File: src/rtl/counter_bank.sv
// counter_bank: bank of independent up/down counters with load, terminal pulses and sticky overflow
module counter_bank #(
  parameter int Size     = 5,
  parameter int Channels = 4,
  parameter int Limit    = 2**Size-1,
  parameter int Saturate = 0
) (
  input  logic                       clock,
  input  logic                       reset,
  input  logic [Channels-1:0]        enable,
  input  logic [Channels-1:0]        up,
  input  logic [Channels-1:0]        load,
  input  logic [Channels*Size-1:0]   load_value,
  input  logic [Channels-1:0]        clear_overflow,
  output logic [Channels*Size-1:0]   count,
  output logic [Channels-1:0]        terminal,
  output logic [Channels-1:0]        overflow
);
  localparam logic [Size-1:0] lim = Size'(Limit);
  localparam logic            sat = Saturate != 0;
  for (genvar g = 0; g < Channels; g++) begin : ch
    logic [Size-1:0] c, lv, nxt;
    logic ev, t, o;
    assign lv = load_value[g*Size +: Size];
    always_comb begin
      ev  = !load[g] && enable[g] && (up[g] ? c == lim : c == '0);
      nxt = load[g] ? (lv > lim ? lim : lv) :
            !enable[g] ? c :
            up[g] ? (c == lim ? (sat ? lim : '0) : c + 1'b1) :
                    (c == '0 ? (sat ? '0 : lim) : c - 1'b1);
    end
    // a boundary event sets overflow even if a clear arrives on the same edge
    always_ff @(posedge clock or negedge reset) begin
      if (!reset) begin
        c <= '0;
        t <= 1'b0;
        o <= 1'b0;
      end else begin
        c <= nxt;
        t <= ev;
        o <= ev | (o & ~clear_overflow[g]);
      end
    end
    assign count[g*Size +: Size] = c;
    assign terminal[g] = t;
    assign overflow[g] = o;
  end
endmodule

File: config.mk
export PLATFORM = sky130hd
export DESIGN_NAME = counter_bank
export DESIGN_NICKNAME = d
export VERILOG_FILES = /design/src/rtl/counter_bank.sv
export SDC_FILE = /design/constraint.sdc
export NUM_CORES = 1
export LEC_CHECK = 0
export CORE_MARGIN = 5
export CORE_UTILIZATION = 45
export DETAILED_ROUTE_END_ITERATION = 7
export PLACE_DENSITY = 0.77
export RECOVER_POWER = 50
export SYNTH_ARGS = -nofsm -noshare
export SYNTH_HDL_FRONTEND = slang
export SYNTH_SLANG_ARGS = --single-unit
File: constraint.sdc
create_clock -name clock -period 4.6 [get_ports clock]
set_input_delay 0.92 -clock clock [delete_from_list [all_inputs] [get_ports clock]]
set_output_delay 0.92 -clock clock [all_outputs]
set_load 0.02 [all_outputs]
==> results of run 1 <==
[registers in the layout, indices dropped and copies added, names as in the netlist]
register  cells
ch.c         20
ch.o          4
ch.t          4
[through the flow]
| step | setup slack (ns) | instance area (um^2) | hold WS, ns |
|---|---|---|---|
| floorplan | 2.663 | 2140 | 0.4504 |
| global placement | 2.237 | 2744 | 0.4640 |
| detailed placement | 2.156 | 2744 | 0.4668 |
| CTS | 2.192 | 2785 | 0.4879 |
| global route | 1.885 | 2781 | 0.5187 |
| finish | 2.194 | 2781 | 0.4829 |
[routing by layer]
| layer | up-vias | global-route usage [%] | wire (um) |
|---|---|---|---|
| met4 | 0 | 3.436 | 31 |
| met2 | 57 | 28.27 | 2472 |
| met5 | - | 0 | 0 |
| li1 | 1004 | - | - |
| met1 | 944 | 22.36 | 2359 |
| met3 | 2 | 2.154 | 261 |
[power groups by stage]
stage,Combinational (mW),Clock [mW],Sequential (mW)
floorplan,0.138,0,0.331
global placement,0.257,0,0.319
detailed placement,0.262,0,0.319
CTS,0.264,0.133,0.315
global route,0.286,0.142,0.322
finish,0.261,0.129,0.315
[final timing paths]
| kind | startpoint | slack (ns) | cells past startpoint | to |
|---|---|---|---|---|
| setup / recovery | ch[1].c[2] | 2.19 | 1 | count[7] |
| hold / removal | ch[2].o | 0.48 | 1 | ch[2].o |
| setup reg to reg | ch[3].c[0] | 2.72 | 7 | ch[3].c[2] |
| hold reg to reg | ch[2].o | 0.48 | 1 | ch[2].o |
| max in group asynchronous | reset | 2.21 | 2 | ch[2].o |
| min in group asynchronous | reset | 1.53 | 2 | ch[0].c[4] |
[synth_stat cells (all sizes together), types with 6 or more instances]
master / number
nand2: 21
buf: 10
ha: 15
clkbuf: 12
o21ai: 21
nor2b: 7
nor3: 6
inv: 23
o22ai: 11
a21oi: 19
a21o: 6
nor2: 12
dfrtp: 28
o31ai: 6
[cell families after synthesis]
kind of cell,after synthesis
adder cells (fa/ha/maj),15
AND/OR/NAND/NOR,79
AO/OA/AOI/OAI,81
XOR/XNOR,6
multiplexers,4
flip-flops,28
buffers and inverters,45
[layout make-up]
cell class / instances / area share, %
well taps: 54 / 2.429
clock buffers: 3 / 1.484
multi-input cells: 185 / 44.26
flip-flops and latches: 28 / 25.19
inverters: 23 / 3.104
repair buffers: 66 / 23.53
==> flow_summary.ini, run 1 <==
[clock_network]
cts_tree = yes
htree_levels = 1
cts.sinks = 28
numCtsBuffers = 3
cts_resized = 0
clkLatencyLatePin_ns = 0.26
cts_hold_buf = 0
clockRootBuffer = clkbuf_8
clk_pin_slew_worst_paths_ns = 0.09
cts.path.max_buffers = 2
cts_setup_buffers = 0

[floorplanning]
ios = 66
dieHeight_um = 78.96
std_cell_rows = 25
start_util_pct = 45.91
core_um2 = 4661
die_w_um = 78.96
die_area_um2 = 6234

[sta]
skew_ns = 0.0009992
fin_setup_tns_ns = 0
layout_min_cycle_time_ns = 2.406
setup_violations = 0
fmax_mhz = 415.6
rsz0062_at_grt = false
relSlewSlack_pct = 1.171
drv_slew = 0
post-route-period-util_pct = 52.30
tightest_slew_ns = 1.482
finalHoldViolCount = 0

[global_route]
gr-total-overflow = 0
antenna_found_initial = 0
grt_pass1_wl_mm = 8.583
grt_start_max_net_pins = 29
grt_usage_pct = 16.50
grt_pass1_vias = 1892

[place]
gp_congestion = 0.8924
port_buffers = 65
hpwl_mm = 3.925
placed_cells = 356

[logic_synthesis]
synthAdderAreaFrac_pct = 8.772
yosys_warnings = 0
synthArstFlopShare_pct = 100.0
synth_flop_cell = dfrtp_1
synth_seq_cells = 28
ys_seq_area_share_pct = 32.75
syn_avg_cell_area_um2 = 8.293
synth_cell_type_count = 45
synth_cells = 258
synth_nets = 311
synth_top_family_by_area = compound AO/OA/AOI/OAI gates
ys_top_cells_by_area = dfrtp_1 33%, ha_1 8.8%, a21oi_1 4.4%, o21ai_0 4.4%, inv_1 4.0%
synth_area_leader_cell = dfrtp_1
synth_mux_area_share_pct = 1.930
yosys.area_share.xor_xnor_pct = 2.456
synth_compound_area_share_pct = 23.80
synth_simple_gate_area_share_pct = 20.58
synth_area_um2 = 2140
yosys.area.top_type_share_pct = 32.75
synth_edf_count = 0

[setup_path]
required_ns = 3.68
crit_arrival_ns = 1.49
startpoint_type = flop
cp_top_family = buffers and inverters
critical_path_class = reg2out
crit_slowest_cell = clkdlybuf4s50_1
path_cells = clkdlybuf4s50_1
worst-path-buf-inv = 1
cp_max_fo = 10
max_stage_delay_ns = 0.68
crit_path_end_kind = output port

[power]
p_seq_share_pct = 44.7
peakVddDrop_v = 0.0001327
p_switching_mw = 0.2418
p_leak_nw = 1.201
power.share.clock_pct = 18.3
p_int_mw = 0.4627
pwr_density_cell_nw_per_um2 = 253.3
switching_share_pct = 34.32
power_mw = 0.7045
p_comb_share_pct = 37.0

[layout]
multiInputGateArea_um2 = 1231
ff_latch_area_um2 = 700.7
layout.cells.non_filler = 359
drive_gt1_share_pct = 2.623
insertedDiodeCount = 0
fill_cells = 413
final_common_cell = clkdlybuf4s50_1
final_nets = 360
mostFrequentLayoutCells = 59 x clkdlybuf4s50_1, 28 x dfrtp_1, 23 x inv_1
areaGrowthSynthToFinish_pct = 30.00
fin_util_pct = 59.68

[drt]
antenna_left = 0
drc_errors = 0
first_pass_iters = 4
wl_per_cell_um = 14.28
vias_per_cell = 5.591
vias = 2007
drt_iter0_markers = 109
routed_wirelength_mm = 5.125

[status]
status = complete, no violations

[flow_run]
maxCapViolCount = 0

[hold_path]
worst_hold_path_type = reg2reg
Power figures use the tool's default switching activity.
==> inputs of run 2 (changes only) <==
--- a/config.mk
+++ b/config.mk
@@ -6,7 +6,7 @@
 export NUM_CORES = 1
 export LEC_CHECK = 0
 export CORE_MARGIN = 5
-export CORE_UTILIZATION = 45
+export CORE_UTILIZATION = 43
 export DETAILED_ROUTE_END_ITERATION = 7
 export PLACE_DENSITY = 0.77
 export RECOVER_POWER = 50
==> constraint.sdc (replaced) <==
create_clock -name clock -period 2.14 [get_ports clock]
set_input_delay 0.428 -clock clock [delete_from_list [all_inputs] [get_ports clock]]
set_output_delay 0.428 -clock clock [all_outputs]
set_load 0.02 [all_outputs]
==> flow_summary.ini, run 2 (synthesis gave the netlist of run 1 again) <==
[status]
status = complete, no violations

[place]
port_buffers = 65
gp_congestion = 0.8819
placed_cells = 375
hpwl_mm = 3.970
pre_cts_slack_ns = 0.2383

[drt]
first_pass_iters = 4
vias_per_cell = 5.359
drc_errors = 0
antenna_left = 0
wl_per_cell_um = 13.44
drt_iter0_markers = 79
vias = 2031
routed_wirelength_mm = 5.093

[sta]
finalHoldViolCount = 0
skew_ns = 0.007579
fin_setup_tns_ns = 0
post-route-period-util_pct = 89.65
drv_slew = 0
layout_min_cycle_time_ns = 1.918
rsz0062_at_grt = false
tightest_slew_ns = 0.6836
final.setup.worst_slack_ns = 0.2216
relSlewSlack_pct = 54.42
setup_violations = 0
fmax_mhz = 521.3

[setup_path]
startpoint_type = flop
worst-path-buf-inv = 1
required_ns = 1.71
startpoint = ch[2].c[2]
path_cells = clkdlybuf4s50_1
r2r-start = ch[0].c[0]
crit_arrival_ns = 1.49
crit_path_end_kind = output port
max_stage_delay_ns = 0.68
cp_top_family = buffers and inverters
cp_max_fo = 11
critical_path_class = reg2out
crit_slowest_cell = clkdlybuf4s50_1

[layout]
insertedDiodeCount = 0
areaGrowthSynthToFinish_pct = 34.33
largest_reg_flops = 20
mostFrequentLayoutCells = 55 x clkdlybuf4s50_1, 28 x dfrtp_1, 23 x inv_1
layout.cells.non_filler = 379
top_register = ch.c
drive_gt1_share_pct = 5.128
multiInputGateArea_um2 = 1231
ff_latch_area_um2 = 700.7
final_nets = 366
top_regs = ch.c (20), ch.o (4), ch.t (4)
fill_cells = 447
final_common_cell = clkdlybuf4s50_1

[global_route]
antenna_found_initial = 0
grt_usage_pct = 16.03
grt_pass1_wl_mm = 8.376
grt_start_max_net_pins = 29
gr-total-overflow = 0
grt_pass1_vias = 1835

[power]
p_leak_nw = 1.275
peakVddDrop_v = 0.0003716
pwr_density_cell_nw_per_um2 = 579.1

[floorplanning]
std_cell_rows = 25
die_area_um2 = 6487
ios = 66
dieHeight_um = 80.54
die_w_um = 80.54
start_util_pct = 44.71
core_um2 = 4786

[clock_network]
numCtsBuffers = 3
cts_resized = 0
cts_tree = yes
htree_levels = 1
clkLatencyLatePin_ns = 0.28
cts_setup_buffers = 0
clockRootBuffer = clkbuf_8
cts.sinks = 28
clk_pin_slew_worst_paths_ns = 0.09
cts_hold_buf = 0
cts.path.max_buffers = 2

[hold_path]
hp-start = ch[2].o
worst_hold_path_type = reg2reg

[flow_run]
maxCapViolCount = 0
==> run 2: area by class of cell <==
| cell class | count | share of cell area, % |
|---|---|---|
| flip-flops and latches | 28 | 24.38 |
| clock buffers | 3 | 1.437 |
| multi-input cells | 185 | 42.84 |
| well taps | 67 | 2.917 |
| repair buffers | 72 | 24.38 |
| inverters | 23 | 3.004 |
| clock inverters | 1 | 1.045 |
==> run 2: metal layers <==
layer	wire length [um]	up-vias	global-route usage (%)
li1	-	1015	-
met1	2349	951	22.38
met2	2413	63	26.16
met3	316	2	3.363
met4	13	0	2.027
met5	0	-	0
==> run 2: worst paths after layout <==
kind	endpoint	cells after the start	slack, ns
worst min-delay path	ch[2].o	1	0.48
worst max-delay path	count[12]	1	0.22
worst min register to register	ch[2].o	1	0.48
worst max register to register	ch[0].c[0]	6	0.27
max in group asynchronous	ch[3].c[0]	2	0.99
min in group asynchronous	ch[1].t	2	0.70
==> run 2: power breakdown <==
group	switching (mW)	leakage, nW	internal, mW
logic	0.270	0.889	0.301
registers	0.0973	0.350	0.576
clock network	0.169	0.0357	0.251
total	0.536	1.27	1.13
==> run 2: worst register-to-register path, cell delays in order (launching register included) <==
cell and delay, ns:
dfrtp_1 0.48, inv_1 0.09, ha_1 0.18, or3b_2 0.47, nor3_1 0.28, o22ai_1 0.14, o21ai_0 0.16
==> run 2: metrics by stage <==
step                area [um^2]  power (mW)  util (%)  hold slack [ns]
floorplan                  2140       1.008         -           0.1324
global placement           2805       1.246     58.61           0.4607
detailed placement         2805       1.259     58.61           0.4736
CTS                        2877       1.683     60.10           0.4955
global route               2874       1.775     60.05           0.5221
finish                     2874       1.664     60.05           0.4788
==> inputs of run 3 (changes only) <==
--- a/config.mk
+++ b/config.mk
@@ -13,3 +13,4 @@
 export SYNTH_ARGS = -nofsm -noshare
 export SYNTH_HDL_FRONTEND = slang
 export SYNTH_SLANG_ARGS = --single-unit
+export TNS_END_PERCENT = 5
==> results of run 3 <==
No change in the layout: final DEF, timing and power equal those of run 2.
